## config.mk

```make
export PLATFORM = sky130hd
export DESIGN_NAME = clkdiv_reset_sequencer
export DESIGN_NICKNAME = d
export VERILOG_FILES = /design/src/rtl/clkdiv_reset_sequencer.sv
export SDC_FILE = /design/constraint.sdc
export NUM_CORES = 1
export LEC_CHECK = 0
export CELL_PAD_IN_SITES_DETAIL_PLACEMENT = 0
export CELL_PAD_IN_SITES_GLOBAL_PLACEMENT = 1
export CORE_MARGIN = 2
export CORE_UTILIZATION = 34
export CTS_BUF_LIST = sky130_fd_sc_hd__clkbuf_8
export CTS_CLUSTER_DIAMETER = 60
export DETAILED_ROUTE_END_ITERATION = 12
export PLACE_DENSITY_LB_ADDON = 0.15
export SLEW_MARGIN = 10
export SYNTH_ARGS = -nofsm -noshare
export SYNTH_HDL_FRONTEND = slang
export SYNTH_SLANG_ARGS = --single-unit
```

## constraint.sdc

```tcl
create_clock -name clkin -period 2.4 [get_ports clkin]
set_input_delay 0.6 -clock clkin [delete_from_list [all_inputs] [get_ports clkin]]
set_output_delay 0.6 -clock clkin [all_outputs]
set_load 0.005 [all_outputs]
```

## src/rtl/clkdiv_reset_sequencer.sv

```systemverilog
// Releases the resets of a cascaded CLKDIV chain in order once the rPLL has locked and settled.
// Optional lock debounce is enabled by defining LOCK_DEBOUNCE_EN.
module clkdiv_reset_sequencer #(
    parameter int N_STAGES      = 7,
    parameter int SETTLE_CYCLES = 1024,
    parameter int STAGE_GAP     = 16,
    parameter int LOCK_DEBOUNCE = 64
) (
    input  logic                clkin,
    input  logic                reset,
    input  logic                pll_lock,
    input  logic                soft_restart,
    output logic [N_STAGES-1:0] stage_resetn,
    output logic                ready,
    output logic [2:0]          state,
    output logic [7:0]          lost_lock_cnt
);

    localparam int SET_W = (SETTLE_CYCLES > 1) ? $clog2(SETTLE_CYCLES) : 1;
    localparam int GAP_W = (STAGE_GAP > 1) ? $clog2(STAGE_GAP) : 1;
    localparam int IDX_W = (N_STAGES > 1) ? $clog2(N_STAGES) : 1;

    localparam logic [2:0] S_IDLE      = 3'd0;
    localparam logic [2:0] S_WAIT_LOCK = 3'd1;
    localparam logic [2:0] S_SETTLE    = 3'd2;
    localparam logic [2:0] S_RELEASE   = 3'd3;
    localparam logic [2:0] S_RUN       = 3'd4;

    localparam logic [N_STAGES-1:0] STAGE_LSB  = N_STAGES'(1);
    localparam logic [SET_W-1:0]    SETTLE_END = SET_W'(SETTLE_CYCLES - 1);
    localparam logic [GAP_W-1:0]    GAP_END    = GAP_W'(STAGE_GAP - 1);
    localparam logic [IDX_W-1:0]    LAST_IDX   = IDX_W'(N_STAGES - 1);

    if (N_STAGES < 1 || N_STAGES > 16 || SETTLE_CYCLES < 1 || STAGE_GAP < 1 || LOCK_DEBOUNCE < 1) begin : g_bad_param
        $error("clkdiv_reset_sequencer: parameter out of range");
    end

    logic lock_meta;
    logic lock_s;
    logic lock_q;

    // pll_lock comes from the PLL domain, so it is only ever observed through two flops.
    // NOTE: every clocked block uses non-blocking assignments so all flops update from pre-edge values.
    always_ff @(posedge clkin or posedge reset) begin
        if (reset) begin
            lock_meta <= 1'b0;
            lock_s    <= 1'b0;
        end else begin
            lock_meta <= pll_lock;
            lock_s    <= lock_meta;
        end
    end

`ifdef LOCK_DEBOUNCE_EN
    localparam int DEB_W = (LOCK_DEBOUNCE > 1) ? $clog2(LOCK_DEBOUNCE) : 1;
    localparam logic [DEB_W-1:0] DEB_END = DEB_W'(LOCK_DEBOUNCE - 1);

    logic [DEB_W-1:0] deb_cnt;
    logic             lock_held;

    always_ff @(posedge clkin or posedge reset) begin
        if (reset) begin
            deb_cnt   <= '0;
            lock_held <= 1'b0;
        end else if (!lock_s) begin
            deb_cnt   <= '0;
            lock_held <= 1'b0;
        end else if (!lock_held) begin
            if (deb_cnt == DEB_END) lock_held <= 1'b1;
            else                    deb_cnt   <= deb_cnt + 1'b1;
        end
    end

    // Gating with lock_s makes a loss visible the same cycle, only the rise is debounced.
    assign lock_q = lock_s & lock_held;
`else
    assign lock_q = lock_s;
`endif

    logic [SET_W-1:0] settle_cnt;
    logic [GAP_W-1:0] gap_cnt;
    logic [IDX_W-1:0] idx;
    logic             active;
    logic             abort;

    assign active = (state == S_SETTLE) || (state == S_RELEASE) || (state == S_RUN);
    assign abort  = active && (!lock_q || soft_restart);

    always_ff @(posedge clkin or posedge reset) begin
        if (reset) begin
            state         <= S_IDLE;
            stage_resetn  <= '0;
            ready         <= 1'b0;
            lost_lock_cnt <= 8'd0;
            settle_cnt    <= '0;
            gap_cnt       <= '0;
            idx           <= '0;
        end else if (abort) begin
            state        <= S_WAIT_LOCK;
            stage_resetn <= '0;
            ready        <= 1'b0;
            settle_cnt   <= '0;
            gap_cnt      <= '0;
            idx          <= '0;
            // A loss coinciding with a restart still counts once.
            if (!lock_q && lost_lock_cnt != 8'hFF) lost_lock_cnt <= lost_lock_cnt + 8'd1;
        end else begin
            case (state)
                S_IDLE: state <= S_WAIT_LOCK;
                S_WAIT_LOCK: begin
                    if (lock_q) begin
                        state      <= S_SETTLE;
                        settle_cnt <= '0;
                    end
                end
                S_SETTLE: begin
                    if (settle_cnt == SETTLE_END) begin
                        state        <= S_RELEASE;
                        idx          <= '0;
                        gap_cnt      <= '0;
                        stage_resetn <= STAGE_LSB;
                    end else begin
                        settle_cnt <= settle_cnt + 1'b1;
                    end
                end
                S_RELEASE: begin
                    if (gap_cnt == GAP_END) begin
                        gap_cnt <= '0;
                        if (idx == LAST_IDX) begin
                            state <= S_RUN;
                            ready <= 1'b1;
                        end else begin
                            idx          <= idx + 1'b1;
                            stage_resetn <= (stage_resetn << 1) | STAGE_LSB;
                        end
                    end else begin
                        gap_cnt <= gap_cnt + 1'b1;
                    end
                end
                S_RUN: ;
                default: begin
                    state        <= S_IDLE;
                    stage_resetn <= '0;
                    ready        <= 1'b0;
                end
            endcase
        end
    end

endmodule

```

==> summary.md, run 1 <==
| Metric | Value |
|---|---|
| DR WL met3 | `154 µm` |
| Gpl congestion | `0.700` |
| Routed via count divided by cell count | `5.18` |
| Mean Syn Cell Area | `9.62 µm²` |
| Fill cells | `592` |
| Comb pwr share | `19.1%` |
| Net switching power | `428 µW` |
| First-pass GRT wire length | `7.87 mm` |
| Met1 WL | `2.21 mm` |
| Overflow after GRT | `0` |
| Yosys reg bits | `38` |
| EDFF count, synth | `0` |
| Crit path kind | `reg2out` |
| Met2 WL | `2.11 mm` |
| # setup viols final | `0` |
| Vias in the first global route | `1652` |
| Post-layout min period | `2.14 ns` |
| Avg WL per Cell | `14.2 µm` |
| Die X-Extent | `81.3 µm` |
| Unique masters post-synth | `51` |
| Crit-path leading delay family | `flip-flops` |
| PostCTS Resize Cnt | `0` |
| Row Count | `28` |
| Layout cell share with drive strength beyond 1 | `11.1%` |
| CP bufs+invs | `1` |
| 1st-pass router iterations | `4` |
| Die ar. | `0.00661 mm²` |
| Worst hold margin | `0.354 ns` |
| Highest clock rate | `467 MHz` |
| Sequential Power Share | `51.2%` |
| IO Pins | `23` |
| Hold Buf Count CTS | `0` |
| Setup_tns | `0 ns` |
| Worst EP required | `1.80 ns` |
| Slowest cell on crit path | `dfrtp_1` |
| Number of DRC markers in iteration 0 | `68` |
| Slew headroom | `67.1%` |
| Status | `completed` |
| RSZ-0062 raised after global routing | `false` |
| Via count | `1654` |
| Max-slew violations | `0` |
| Maximum number of pins on one net before global-route repair | `25` |
| TritonCTS clock tree | `built` |
| Antenna violations before repair | `0` |
| Clock skew | `0.00397 ns` |
| Post-Synthesis Cells | `211` |
| WL final | `4.52 mm` |
| Mapped cell area | `0.00203 mm²` |
| Worst-skew pair later-pin latency | `0.29 ns` |
| CTS Root Cell | `clkbuf_8` |
| PD cells | `615 mW/mm²` |
| DP HPWL | `3.22 mm` |
| Clk pin slew, worst setup/hold paths | `0.07 ns` |
| Largest fanout on the critical path | `18` |
| Switching Fraction | `28.1%` |
| Max Cap Viol | `0` |
| Worst hold path class | `reg2reg` |
| Yosys Warn Count | `0` |
| Initial Util | `34.7%` |
| Worst slew pin tran | `0.494 ns` |
| Drc violations | `0` |
| Core footprint | `0.00585 mm²` |
| H-tree depth | `2` |
| Clock buffer depth | `2` |
| Diodes inserted | `0` |
| Crit path DAT | `1.54 ns` |
| Clk pwr share | `29.7%` |
| Internal | `1090 µW` |
| CP peak stage delay | `0.65 ns` |
| Tot GR Track Use | `15.4%` |
| Startpoint types | `register` |
| Nets | `252` |
| CP cell instances | `clkdlybuf4s50_1` |
| Post-route ant nets | `0` |
| Total number of clock tree sinks | `38` |
| Hold Fails Final Rpt | `0` |
| Post-CTS Setup Bufs | `0` |
| Register area share after synthesis | `46.8%` |
| Die height | `81.3 µm` |
| TritonCTS Buffers | `5` |
| Worst setup EP type | `primary output` |
| Buffers on Ports | `22` |
| Max IR drop VDD | `322 µV` |
| Syn nets | `220` |
| Layout area overhead | `21.9%` |
| Asr flop ratio synth | `100%` |
| Top Metal Used | `met4` |
| Static leakage | `0.00101 µW` |
| Final period utilization | `89.2%` |
| Top FF cell, synth | `dfrtp_1` |
-- worst paths after layout --
path / endpoint / slack [ns] / start / depth (start not counted)
max: state[2] / 0.26 / state[2] / 1
min: lock_q / 0.35 / lock_meta / 0
max reg2reg: settle_cnt[5] / 0.38 / settle_cnt[0] / 5
min reg2reg: lock_q / 0.35 / lock_meta / 0
max in group asynchronous: lock_q / 1.47 / reset / 3
min in group asynchronous: settle_cnt[6] / 0.63 / reset / 3
-- power by group through the flow --
stage	sequential (µW)	clock (µW)	combinational (µW)
2_1_floorplan	776	0	146
3_3_place_gp	793	0	296
3_5_place_dp	790	0	295
4_1_cts	780	469	296
5_1_grt	791	504	326
6_report	779	452	291
-- kinds of logic after synthesis --
kind of cell    share of synthesized area (%)
fa+ha+maj                                3.08
mux                                      1.54
flops                                    46.8
compound gates                           18.6
simple gates                             21.9
buf+inv                                  5.05
xor+xnor                                 3.02
-- cells in the mapped netlist, types with 3 or more instances --
library cell	count	share of area, %
xnor2_1	6	2.6
buf_2	4	0.99
nand2_1	26	4.8
o221ai_1	8	3.5
nand3_1	12	3.0
nor2_1	9	1.7
and3_1	4	1.2
nand4_1	7	2.2
o21ai_0	9	2.2
a21oi_1	6	1.5
ha_1	5	3.1
nand2b_1	8	2.5
o211ai_1	3	1.1
a22oi_1	3	1.1
inv_1	19	3.5
dfrtp_1	38	47
-- state kept, by name (all words and copies together), names as in the netlist --
name	flops
ready	1
lost_lock_cnt	8
stage_resetn	7
state	3
lock_meta	1
lock_q	1
idx	3
gap_cnt	4
settle_cnt	10
-- cell type report --
type	count	area [µm²]	share of cell area [%]
Clock buffer	6	82.6	3.34
Clock inverter	2	8.76	0.354
Inverter	20	75.1	3.03
Multi-Input combinational cell	147	977	39.5
Sequential cell	38	951	38.4
Tap cell	75	93.8	3.79
Timing Repair Buffer	31	288	11.6
-- cells in the final DEF, fill, tap and decap left out, drive strengths merged, types with 5 or more instances in the layout --
cell            n
dfrtp          38
nand4           7
nor2            9
clkdlybuf4s50  22
nand2          26
xnor2           6
nand2b          8
ha              5
buf             9
o221ai          8
a21oi           6
nand3          12
clkbuf          6
o21ai           9
inv            21
-- layer usage --
layer	track usage, %	up-vias
li1	-	825
met5	0	-
met1	20.7	792
met2	24.7	30
met4	4.07	0
met3	4.00	7
-- per-stage QoR --
stage	cell area, µm²	setup slack [ns]	util [%]	cells	power (µW)
floorplan	2030	0.660	-	211	922
global placement	2380	0.0939	40.8	311	1090
detailed placement	2380	0.0655	40.8	311	1090
CTS	2480	0.250	42.3	319	1540
global route	2480	0.167	42.3	319	1620
finish	2480	0.259	42.3	319	1520
(Power assumes the default switching activity.)
==> run 2, diff against run 1 <==
- ABC_AREA: unset -> 1
- SETUP_SLACK_MARGIN: unset -> 0.05
==> summary.md, run 2 <==
| Metric | Value |
|---|---|
| Crit path kind | `reg2out (unchanged)` |
| 1st-pass router iterations | `4 (unchanged)` |
| DP HPWL | `3.21 mm (was 3.22 mm)` |
| Vias in the first global route | `1753 (was 1652)` |
| Highest clock rate | `474 MHz (was 467 MHz)` |
| Row Count | `29 (was 28)` |
| Switching Fraction | `39.1% (was 28.1%)` |
| Commonest non-fill, non-tap cell in the layout | `nand2_1 (was dfrtp_1)` |
| First-pass GRT wire length | `8.26 mm (was 7.87 mm)` |
| Avg WL per Cell | `12.1 µm (was 14.2 µm)` |
| Initial Util | `35.1% (was 34.7%)` |
| Slew headroom | `65.4% (was 67.1%)` |
| CTS Root Cell | `clkbuf_8 (unchanged)` |
| PostCTS Resize Cnt | `0 (unchanged)` |
| Net switching power | `809 µW (was 428 µW)` |
| Gpl congestion | `0.783 (was 0.700)` |
| Post-CTS Setup Bufs | `0 (unchanged)` |
| TritonCTS Buffers | `5 (unchanged)` |
| Syn nets | `291 (was 220)` |
| CP Launch Point | `state[2] (unchanged)` |
| Clk pin slew, worst setup/hold paths | `0.07 ns (about the same)` |
| Max reg flops | `10 (unchanged)` |
| Hold Buf Count CTS | `0 (unchanged)` |
| Worst hold path class | `reg2reg (unchanged)` |
| PD cells | `797 mW/mm² (was 615 mW/mm²)` |
| CP Depth | `1 (unchanged)` |
| Worst EP required | `1.80 ns (about the same)` |
| Buffers on Ports | `22 (unchanged)` |
| Yosys Warn Count | `0 (unchanged)` |
| Worst-skew pair later-pin latency | `0.29 ns (about the same)` |
| Via count | `1807 (was 1654)` |
| Post-synth top area share | `42.7% (was 46.8%)` |
| Synth cell count leaders | `nand2_1 (114), dfrtp_1 (38), nand3_1 (19) (was dfrtp_1 (38), nand2_1 (26), inv_1 (19))` |
| Nets | `316 (was 252)` |
| CP cell instances | `clkdlybuf4s50_1 (unchanged)` |
| Layout cell share with drive strength beyond 1 | `13.3% (was 11.1%)` |
| Clock skew | `0.00449 ns (was 0.00397 ns)` |
| Clk pwr share | `22.0% (was 29.7%)` |
| Leading area contributor after synthesis | `dfrtp_1 (unchanged)` |
| Drc violations | `0 (unchanged)` |
| WL final | `4.64 mm (was 4.52 mm)` |
| Largest fanout on the critical path | `9 (was 18)` |
| RSZ-0062 raised after global routing | `false (unchanged)` |
| CP peak stage delay | `0.63 ns (was 0.65 ns)` |
| Die ar. | `0.00722 mm² (was 0.00661 mm²)` |
| Number of DRC markers in iteration 0 | `81 (was 68)` |
| Core footprint | `0.00635 mm² (was 0.00585 mm²)` |
| Diodes inserted | `0 (unchanged)` |
| Worst setup EP type | `primary output (unchanged)` |
| Placed instance count | `377 (was 311)` |
| Final period utilization | `88.0% (was 89.2%)` |
| Post-layout min period | `2.11 ns (was 2.14 ns)` |
| Max-slew violations | `0 (unchanged)` |
| CP bufs+invs | `1 (unchanged)` |
| Routed via count divided by cell count | `4.69 (was 5.18)` |
| # setup viols final | `0 (unchanged)` |
| Crit-path leading delay family | `flip-flops (unchanged)` |
| Tot GR Track Use | `14.1% (was 15.4%)` |
| Yosys reg bits | `38 (unchanged)` |
| Unique masters post-synth | `25 (was 51)` |
| Register area share after synthesis | `42.7% (was 46.8%)` |
| RR Startpoint | `state[0] (was settle_cnt[0])` |
| Mean Syn Cell Area | `7.90 µm² (was 9.62 µm²)` |
| Post-Synthesis Cells | `282 (was 211)` |
| Max IR drop VDD | `599 µV (was 322 µV)` |
| Setup_tns | `0 ns (unchanged)` |
| Post-route ant nets | `0 (unchanged)` |
| Top FF cell, synth | `dfrtp_1 (unchanged)` |
| Synth top area cells | `dfrtp_1 (43%), nand2_1 (19%), nand3_1 (4.3%), nor2_4 (3.5%), nor2_1 (2.9%) (was dfrtp_1 (47%), nand2_1 (4.8%), inv_1 (3.5%), o221ai_1 (3.5%), ha_1 (3.1%))` |
| Comb pwr share | `36.2% (was 19.1%)` |
| Regs by FF count | `settle_cnt (10), lost_lock_cnt (8), stage_resetn (7) (unchanged)` |
| R2R setup slack | `0.66 ns (was 0.38 ns)` |
| Mapped cell area | `0.00223 mm² (was 0.00203 mm²)` |
| Crit path DAT | `1.51 ns (was 1.54 ns)` |
| Worst r2r path cells | `7 (was 5)` |
| Maximum number of pins on one net before global-route repair | `39 (was 25)` |
| H-tree depth | `2 (unchanged)` |
| Die height | `85.0 µm (was 81.3 µm)` |
| Static leakage | `0.00128 µW (was 0.00101 µW)` |
| Max Cap Viol | `0 (unchanged)` |
| Internal | `1260 µW (was 1090 µW)` |
| Asr flop ratio synth | `100% (unchanged)` |
| Most frequent cells in the layout | `nand2_1 (114), dfrtp_1 (38), clkdlybuf4s50_1 (22) (was dfrtp_1 (38), nand2_1 (26), clkdlybuf4s50_1 (22))` |
| Antenna violations before repair | `0 (unchanged)` |
| Sequential Power Share | `41.8% (was 51.2%)` |
| Die X-Extent | `85.0 µm (was 81.3 µm)` |
| Finished Layout Cells | `385 (was 319)` |
| Startpoint types | `register (unchanged)` |
| Total number of clock tree sinks | `38 (unchanged)` |
| Critical Path Sink | `state[2] (unchanged)` |
| IO Pins | `23 (unchanged)` |
| TritonCTS clock tree | `built (unchanged)` |
| Overflow after GRT | `0 (unchanged)` |
| Clock buffer depth | `2 (unchanged)` |
| RR Endpoint | `lost_lock_cnt[1] (was settle_cnt[5])` |
| Top-count cell post-synth | `nand2_1 (was dfrtp_1)` |
| Slowest cell on crit path | `dfrtp_1 (unchanged)` |
| Worst slew pin tran | `0.519 ns (was 0.494 ns)` |
| Status | `completed (unchanged)` |
| EDFF count, synth | `0 (unchanged)` |
| Largest Register | `settle_cnt (unchanged)` |
| Layout area overhead | `16.5% (was 21.9%)` |
| Hold Fails Final Rpt | `0 (unchanged)` |
run 2: metrics by stage:
step / instance area, µm² / util [%] / setup WS (ns) / hold WS [ns] / total power, µW
after global routing: 2590 / 40.9 / 0.232 / 0.377 / 2230
after global placement: 2500 / 39.4 / 0.332 / 0.333 / 1630
final: 2590 / 40.9 / 0.289 / 0.352 / 2070
after floorplan: 2230 / - / 0.939 / 0.331 / 1400
after CTS: 2590 / 40.9 / 0.273 / 0.352 / 2110
after detailed placement: 2500 / 39.4 / 0.292 / 0.335 / 1640
run 2: worst min path at each step:
| stage | start | end | slack (ns) | cells after the start |
|---|---|---|---|---|
| after floorplan | lock_meta | lock_q | 0.33 | 0 |
| after global placement | lock_meta | lock_q | 0.33 | 0 |
| after detailed placement | lock_meta | lock_q | 0.33 | 0 |
| after CTS | lock_meta | lock_q | 0.35 | 0 |
| after global routing | lock_meta | lock_q | 0.38 | 0 |
| final | lock_meta | lock_q | 0.35 | 0 |
run 2: cell type report:
class	instances	area (µm²)
clock inverters	2	8.76
fillers	661	3750
well taps	77	96.3
multi-input cells	219	1150
inverters	20	75.1
flip-flops and latches	38	951
clock buffers	6	82.6
repair buffers	23	228
run 2: cells by family after synthesis:
kind of cell / synth area share (%)
AOI/OAI and AO/OA: 3.54
xor gates and xnor gates: 4.72
adders and majority gates: 2.81
buffers and inverters: 5.56
DFF: 42.7
and+or+nand+nor: 40.7
run 2: routing by layer:
layer / up-vias / global-route usage, % / routed length [µm]
met5: - / 0 / 0
li1: 935 / - / -
met2: 27 / 22.2 / 2030
met4: 0 / 4.33 / 59
met3: 6 / 3.02 / 123
met1: 839 / 19.5 / 2430
run 2: power groups by stage:
stage / logic [µW] / clock network [µW] / registers [µW]
floorplan: 590 / 0 / 810
global placement: 754 / 0 / 879
detailed placement: 761 / 0 / 876
CTS: 765 / 477 / 867
global route: 855 / 494 / 884
finish: 748 / 455 / 865
